File: config.mk
export PLATFORM = sky130hd
export DESIGN_NAME = word_matcher_flat
export DESIGN_NICKNAME = d
export VERILOG_FILES = /design/src/rtl/word_matcher_pkg.sv /design/src/rtl/word_matcher_if.sv /design/src/rtl/word_matcher_char_window.sv /design/src/rtl/word_matcher.sv /design/src/flat_wrapper.sv
export SDC_FILE = /design/constraint.sdc
export NUM_CORES = 1
export LEC_CHECK = 0
export CAP_MARGIN = 40
export CORE_ASPECT_RATIO = 0.9
export CORE_UTILIZATION = 30
export DETAILED_ROUTE_END_ITERATION = 7
export SETUP_SLACK_MARGIN = 0.15
export SYNTH_ARGS = -nofsm -noshare
export SYNTH_HDL_FRONTEND = slang
export SYNTH_SLANG_ARGS = --single-unit
File: constraint.sdc
create_clock -name aclk -period 8.05 [get_ports aclk]
set_clock_uncertainty 0.15 [all_clocks]
set_input_delay 2.415 -clock aclk [delete_from_list [all_inputs] [get_ports aclk]]
set_output_delay 2.415 -clock aclk [all_outputs]
set_load 0.01 [all_outputs]
File: src/rtl/word_matcher_pkg.sv
// Shared types, sizes and helpers for the word matcher slice.
// Latency: n/a (declarations only).
// Backpressure: n/a.
package word_match_pkg;

  localparam int CHAR_W   = 8;
  localparam int MAX_WORD = 8;
  localparam int POS_W    = 8;
  localparam int FILL_W   = 4;   // holds 0..MAX_WORD

  // End-of-stream command byte, shared with the upstream SPI controller.
  localparam logic [CHAR_W-1:0] CMD_END = 8'h01;

  typedef logic [CHAR_W-1:0]                char_t;
  typedef logic [MAX_WORD-1:0][CHAR_W-1:0]  window_t;

  // Byte idx of a MAX_WORD-character bus; byte 0 sits in the low bits.
  function automatic char_t get_byte(input logic [MAX_WORD*CHAR_W-1:0] bus,
                                     input logic [2:0]                 idx);
    return bus[{idx, 3'b000} +: CHAR_W];
  endfunction

endpackage

File: src/rtl/word_matcher_if.sv
// Character/result stream bundle (valid, data, end-of-stream user bit).
// Latency: n/a (wires only).
// Backpressure: none; there is no ready, every valid beat is consumed.
// Ports: tvalid - beat valid, tdata - character or result id, tuser - end marker.
interface word_matcher_if;
  import word_match_pkg::*;

  logic  tvalid;
  char_t tdata;
  logic  tuser;

  modport master (output tvalid, tdata, tuser);
  modport slave  (input  tvalid, tdata, tuser);

endinterface

File: src/rtl/word_matcher_char_window.sv
// Sliding window of the last MAX_WORD characters plus fill and position counters.
// Latency: window/fill/pos_q/chr_q update on the edge that samples the beat.
// Backpressure: none; every valid beat is taken.
// Ports: in_vld/in_dat/in_end - incoming beat; win - w[0] newest .. w[7] oldest;
//        fill - characters held (saturates); pos_q - position of last character;
//        chr_q - last edge sampled a character beat (not an end beat).
module char_window
  import word_match_pkg::*;
(
  input  logic              aclk,
  input  logic              areset,
  input  logic              in_vld,
  input  char_t             in_dat,
  input  logic              in_end,
  output window_t           win,
  output logic [FILL_W-1:0] fill,
  output logic [POS_W-1:0]  pos_q,
  output logic              chr_q
);

  logic [POS_W-1:0] position;

  always_ff @(posedge aclk or posedge areset) begin
    if (areset) begin
      win      <= '0;
      fill     <= '0;
      position <= '0;
      pos_q    <= '0;
      chr_q    <= 1'b0;
    end else begin
      chr_q <= in_vld & ~in_end;
      if (in_vld) begin
        if (in_end) begin
          // End beat restarts the word; window contents are left alone
          // because fill=0 blocks any compare against stale characters.
          fill     <= '0;
          position <= '0;
        end else begin
          win      <= {win[MAX_WORD-2:0], in_dat};
          pos_q    <= position;
          position <= position + POS_W'(1);
          if (fill != FILL_W'(MAX_WORD)) begin
            fill <= fill + FILL_W'(1);
          end
        end
      end
    end
  end

endmodule

File: src/rtl/word_matcher.sv
// Streaming matcher: compares the last word_size characters to a masked pattern.
// Latency: result pulse 2 edges after the edge that samples the final character.
// Backpressure: none on either side; one result per cycle, overlapping hits back-to-back.
// Ports: aclk/areset - clock, async active-high reset; word_size, result_mask,
//        characters, masks - config; s_axis - character stream in (tuser = end);
//        m_axis - result ids out (tuser tied low).
module word_matcher
  import word_match_pkg::*;
(
  input  logic                       aclk,
  input  logic                       areset,
  input  logic [7:0]                 word_size,
  input  logic [POS_W-1:0]           result_mask,
  input  logic [MAX_WORD*CHAR_W-1:0] characters,
  input  logic [MAX_WORD*CHAR_W-1:0] masks,
  word_matcher_if.slave              s_axis,
  word_matcher_if.master             m_axis
);

  window_t           win;
  logic [FILL_W-1:0] fill;
  logic [POS_W-1:0]  pos_q;
  logic              chr_q;

  char_window u_char_window (
    .aclk   (aclk),
    .areset (areset),
    .in_vld (s_axis.tvalid),
    .in_dat (s_axis.tdata),
    .in_end (s_axis.tuser),
    .win    (win),
    .fill   (fill),
    .pos_q  (pos_q),
    .chr_q  (chr_q)
  );

  // Compare stage. Pattern character 0 is the oldest of the last word_size
  // characters, i.e. w[word_size-1]; the newest character lines up with
  // pattern character word_size-1.
  logic              ws_ok;
  logic [FILL_W-1:0] ws4;
  logic [2:0]        idx;
  char_t             diff;
  logic              all_hit;
  logic              match_c;

  assign ws_ok = (word_size != 8'd0) && (word_size <= 8'(MAX_WORD));
  assign ws4   = word_size[FILL_W-1:0];

  always_comb begin
    idx     = '0;
    diff    = '0;
    all_hit = 1'b1;
    for (int i = 0; i < MAX_WORD; i++) begin
      if (FILL_W'(i) < ws4) begin
        idx  = 3'(ws4 - FILL_W'(1) - FILL_W'(i));
        diff = (win[idx] ^ get_byte(characters, 3'(i))) & ~get_byte(masks, 3'(i));
        if (diff != '0) begin
          all_hit = 1'b0;
        end
      end
    end
    match_c = chr_q && ws_ok && (fill >= ws4) && all_hit;
  end

  logic             match_q;
  logic [POS_W-1:0] pos_s1;
  logic             out_vld;
  logic [POS_W-1:0] out_dat;

  always_ff @(posedge aclk or posedge areset) begin
    if (areset) begin
      match_q <= 1'b0;
      pos_s1  <= '0;
      out_vld <= 1'b0;
      out_dat <= '0;
    end else begin
      match_q <= match_c;
      pos_s1  <= pos_q;
      out_vld <= match_q;
      if (match_q) begin
        out_dat <= pos_s1 & result_mask;
      end
    end
  end

  assign m_axis.tvalid = out_vld;
  assign m_axis.tdata  = out_dat;
  assign m_axis.tuser  = 1'b0;

endmodule

File: src/flat_wrapper.sv
// flat-port wrapper written by rule: the top's interface ports become plain ports
module word_matcher_flat import word_match_pkg::*;
  (aclk, areset, word_size, result_mask, characters, masks, s_axis_tvalid, s_axis_tdata, s_axis_tuser, m_axis_tvalid, m_axis_tdata, m_axis_tuser);
  word_matcher_if s_axis_i ();
  word_matcher_if m_axis_i ();
  input  logic aclk;
  input  logic areset;
  input  logic [7:0] word_size;
  input  logic [POS_W-1:0] result_mask;
  input  logic [MAX_WORD*CHAR_W-1:0] characters;
  input  logic [MAX_WORD*CHAR_W-1:0] masks;
  input wire logic [$bits(s_axis_i.tvalid)-1:0] s_axis_tvalid;
  input wire logic [$bits(s_axis_i.tdata)-1:0] s_axis_tdata;
  input wire logic [$bits(s_axis_i.tuser)-1:0] s_axis_tuser;
  output wire logic [$bits(m_axis_i.tvalid)-1:0] m_axis_tvalid;
  output wire logic [$bits(m_axis_i.tdata)-1:0] m_axis_tdata;
  output wire logic [$bits(m_axis_i.tuser)-1:0] m_axis_tuser;
  assign s_axis_i.tvalid = s_axis_tvalid;
  assign s_axis_i.tdata = s_axis_tdata;
  assign s_axis_i.tuser = s_axis_tuser;
  assign m_axis_tvalid = m_axis_i.tvalid;
  assign m_axis_tdata = m_axis_i.tdata;
  assign m_axis_tuser = m_axis_i.tuser;
  word_matcher u_core (.aclk(aclk), .areset(areset), .word_size(word_size), .result_mask(result_mask), .characters(characters), .masks(masks), .s_axis(s_axis_i), .m_axis(m_axis_i));
endmodule
Word-level counts from Yosys, hierarchy flattened. Cells that the tools add are included.

Input port bits: 156. Logic and storage cells: 123. Output and inout bits: 10. Bits in registers: 103.

Add/sub/neg operators: 10. Equal/unequal tests: 1. Mux-type cells: 35. Bitwise operators: 27. $lt $le $gt $ge: 18. Reductions and logical operators: 16.

Operator list (count): $bmux W8 S3 (8); $and A8 B8 Y8 (9); $mux W8 (9); $reduce_bool A8 Y1 (9); $not A8 Y8 (8); $xor A8 B8 Y8 (8); $lt A3 B4 Y1 const B (8); $lt A3 B4 Y1 const A (4); $mux W1 (16); $sub A3 B3 Y3 const B (4); $add A8 B1 Y8 const B (1); $le A8 B4 Y1 const B (1); $lt A1 B4 Y1 const A (2); $lt A2 B4 Y1 const A (2); $mux W4 (2); $sub A3 B1 Y3 const B (2); $sub A3 B2 Y3 const B (2); $add A4 B1 Y4 const B (1); $ge A4 B4 Y1 (1); $logic_and A1 B1 Y1 (4); $ne A4 B4 Y1 const B (1); $reduce_and A2 Y1 (2); $reduce_bool A2 Y1 (1); $and A1 B1 Y1 (1); $not A1 Y1 (1).

Logic depth before layout (Yosys ltp).
Depth after elaboration: 23. Mapped depth: 16. Depth with buffers taken out: 10.

Modules after synthesis. Synthesis repeated with hierarchy kept, for this count alone.

Cell total of the unflattened synthesis: 754. Area, all modules: 7702.4 µm².

By module, submodules not included: word_matcher (seq. area each 450.4 µm², area an instance 4332.9 µm², times used 1, cells each 379); char_window (seq. area each 2127.0 µm², area an instance 3369.5 µm², times used 1, cells each 375).

Least setup slack after synthesis. No wires, ideal clock.

Path type: input-to-reg. Start: input port word_size[0]. End: register u_core.match_q. Data required time: 7806 ps. Path buffers: 6. Data arrival time: 5667 ps. Slack: 2139 ps. Cell stages on the path: 16. Library setup time: 94 ps. Cell sequence: buf_6 buf_6 buf_1 inv_1 ha_1 buf_2 buf_2 buf_2 mux4_2 mux2i_1 xor2_1 o22ai_1 nor4_1 o221ai_1 a2111o_1 a221oi_2.

Cells in the longest elaborated chain, start to end: 23. Elaborated cells between the ends (all ways): 79. Classes of those cells: add/sub (8); order compare (10); mux (32); bitwise (16); reduce/logical (13).

Ends and longest elaborated chain: start, declared (line flat_wrapper.sv:8) `input logic [7:0] word_size;`; parallel branches: the longest is 22 deep, another holds $sub A3 B1 Y3; $logic_and A1 B1 Y1 (*) (line word_matcher.sv:63) `match_c = chr_q && ws_ok && (fill >= ws4) && all_hit;`; via u_core.match_c (line word_matcher.sv:45) `logic match_c;`; end signal, assigned (line word_matcher.sv:78) `match_q <= match_c;`; end, declared (line word_matcher.sv:66) `logic match_q;`.

Mark *: on every way through the listed nets, which the timed path passes. The select of a mux whose other input is x is not followed. A chain may end at the register's enable or synchronous reset.

Worst setup path after layout.
Start: input port word_size[1]. End: register u_core.match_q.

Same word-level chain as after synthesis.

==> flow_summary.toml <==
[routing]
firstDrtPassIters = 6
via_count = 5905
drt-initial-drc-count = 341
wl_per_cell_um = 18.13
ant_nets = 0
viasPerCell = 5.073
routed_wl_mm = 21.11
remaining_drc_errors = 23

[setup_path]
slowest_delay_ns = 0.81
worstPathCellList = "clkdlybuf4s50_1 -> inv_1 -> ha_2 -> xnor3_1 -> mux2i_1 -> xor2_1 -> o22ai_1 -> nor4_2 -> o21ai_1 -> a2111o_1 -> a221oi_2"
start_kind = "input pin"
arrival_ns = 6.28
critical-path-slowest-cell = "xnor3_1"
worstPathRequired_ns = 8.18
cp_max_fo = 20
cp-end-kind = "flop"
critical_path_class = "input pin to flop"

[yosys]
synth_edf_count = 0
yosysSeqAreaShare_pct = 35.34
synth_area_per_cell_um2 = 10.19
synth_cell_types = 41
synth_area_um2 = 7293
synth_area_leaders = "dfrtp_1 35%, mux4_2 20%, nand2_1 12%"
syn_nets = 882
synthCells = 716
synth_top_area_cell = "dfrtp_1"
synthFlopType = "dfrtp_1"
synth-seq-cells = 103
ys.warnings.count = 0
netlist.area_leader.share_pct = 35.34
ys_async_sr_fraction_pct = 100.0

[pwr]
peakVddDrop_uv = 109.3
leakage_nw = 4.180
powerDensity_nw_per_um2 = 189.5

[grt]
met2_usage_pct = 28.99
grt.busiest_layer = "met2"
grt_max_degree = 77
grt_pass1_wl_mm = 32.88
grt_overflow = 0
grtUsageTotal_pct = 17.25
use_met3_pct = 2.539
use_met1_pct = 23.48
antenna_found_initial = 0
grt_pass1_vias = 5622

[layout]
syn_to_final_growth_pct = 29.82
postLayoutCellArea_um2 = 9468
antenna_cells = 0
nets = 1023
drive_gt1_share_pct = 11.37

[clock_tree]
cts_max_level = 3
numCtsBuffers = 9
path_clk_slew_ns = 0.08
post_cts_resize_count = 0
clock_sinks = 103
clkLatencyLatePin_ns = 0.36
cts_tree = "built"
cts_max_path_buffers = 2
cts_hold_repair.buffers = 0
cts_setup_buffers = 0
root_buffer = "clkbuf_16"

[sta]
hold_ws_ns = 0.2309
fin_crit_ns = 6.156
worstMarginPinSlew_ns = 0.8759
setup_viol = 0
slew-limit-headroom_pct = 41.61
hold_violations = 0
post-route-period-util_pct = 76.47
tns_ns = 0
rsz0062_at_grt = "false"
final_max_slew_viol_count = 0
fmax_mhz = 162.4
setup_slack_ns = 1.894

[floorplan]
die_area_um2 = 24940
initial_core_util_pct = 30.89
ios = 166
coreArea_um2 = 23610
die-height_um = 149.9
die_w_um = 166.4
row_count = 53

[hold_path]
min_path_type = "flop to flop"

[placement]
pre_cts_ws_ns = 1.494
port-buffer-count = 164
place_hpwl_mm = 16.34
gp_congestion = 0.8283
dpl-instance-area_um2 = 9146

[run_status]
violations = "design-rule violations"
status = "complete, but fails checks"

[flow_run]
maxCapViolations = 0
critical path: cells and delay by family:
family | cells | cell delay [ns]
AOI/OAI and AO/OA | 4 | 0.82
xor gates and xnor gates | 2 | 0.98
adders and majority gates | 1 | 0.69
buffers and inverters | 2 | 0.62
muxes | 1 | 0.32
and+or+nand+nor | 1 | 0.42
final timing paths:
kind                       depth (start not counted)  slack, ns                     startpoint                          end
max                                               11       1.89                   word_size[1]               u_core.match_q
min                                                0       0.23  u_core.u_char_window.pos_q[5]             u_core.pos_s1[5]
max reg2reg                                        8       5.15    u_core.u_char_window.win[0]               u_core.match_q
min reg2reg                                        0       0.23  u_core.u_char_window.pos_q[5]             u_core.pos_s1[5]
max in group asynchronous                          3       4.24                         areset  u_core.u_char_window.win[4]
min in group asynchronous                          2       2.31                         areset             u_core.pos_s1[1]
registers in the layout, summed over array words and instances, names as in the netlist:
signal and flops:
u_core.m_axis.tvalid 1, u_core.pos_s1 8, u_core.match_q 1, u_core.u_char_window.position 8, u_core.m_axis.tdata 8, u_core.u_char_window.fill 4
u_core.u_char_window.win 64, u_core.u_char_window.pos_q 8, u_core.u_char_window.chr_q 1
per-layer routing:
layer | share of wire, % | routed length, um
met5 | 0 | 0
met3 | 6.0 | 1256
met4 | 1.0 | 216
met2 | 48 | 10120
met1 | 45 | 9515
metrics by stage:
| stage | power [mW] | utilization (%) | std cells |
|---|---|---|---|
| after floorplan | 1.105 | - | 716 |
| after global routing | 1.901 | 40.10 | 1164 |
| after global placement | 1.331 | 38.74 | 1148 |
| final | 1.794 | 40.10 | 1164 |
| after detailed placement | 1.339 | 38.74 | 1148 |
| after CTS | 1.811 | 40.10 | 1164 |
where the power goes:
group | internal, mW | switching (mW) | total, mW
clock network | 0.231 | 0.236 | 0.467
logic | 0.331 | 0.306 | 0.637
registers | 0.589 | 0.101 | 0.690
synth_stat cells, types with 4 or more instances:
cell        n
buf_2       9
nor2_1      9
mux2i_1    68
ha_1       10
inv_1      19
clkbuf_1   20
nand2_1   227
buf_4       5
xor2_1     61
o22ai_1    29
o21ai_0    29
dfrtp_1   103
buf_6       6
nor4_1      6
nand3_1    13
nor2b_1     4
a21oi_1     4
mux4_2     64
cell families after synthesis:
| group | Yosys count | share of synthesized area (%) |
|---|---|---|
| compound gates | 73 | 6.022 |
| xor+xnor | 66 | 8.475 |
| fa+ha+maj | 10 | 1.716 |
| buf+inv | 62 | 4.374 |
| flops | 103 | 35.34 |
| mux | 132 | 29.10 |
| other cells | 1 | 0.05142 |
| simple gates | 269 | 14.93 |
cell type report:
type | instances | area (um2)
tap | 302 | 377.9
fill | 2272 | 14140
clock inverter | 7 | 96.34
multi-input combinational | 551 | 4402
inverter | 20 | 77.57
timing repair buffer | 172 | 1712
sequential | 103 | 2577
clock buffer | 9 | 225.2
placed cells by master (no fill, tap or decap), drive strengths merged, types with 10 or more instances in the layout:
| cell type | instances |
|---|---|
| nand2 | 227 |
| nand3 | 13 |
| mux4 | 64 |
| inv | 26 |
| o22ai | 29 |
| xor2 | 62 |
| clkdlybuf4s50 | 163 |
| mux2i | 68 |
| ha | 10 |
| dfrtp | 103 |
| o21ai | 31 |
(Power assumes the default switching activity.)
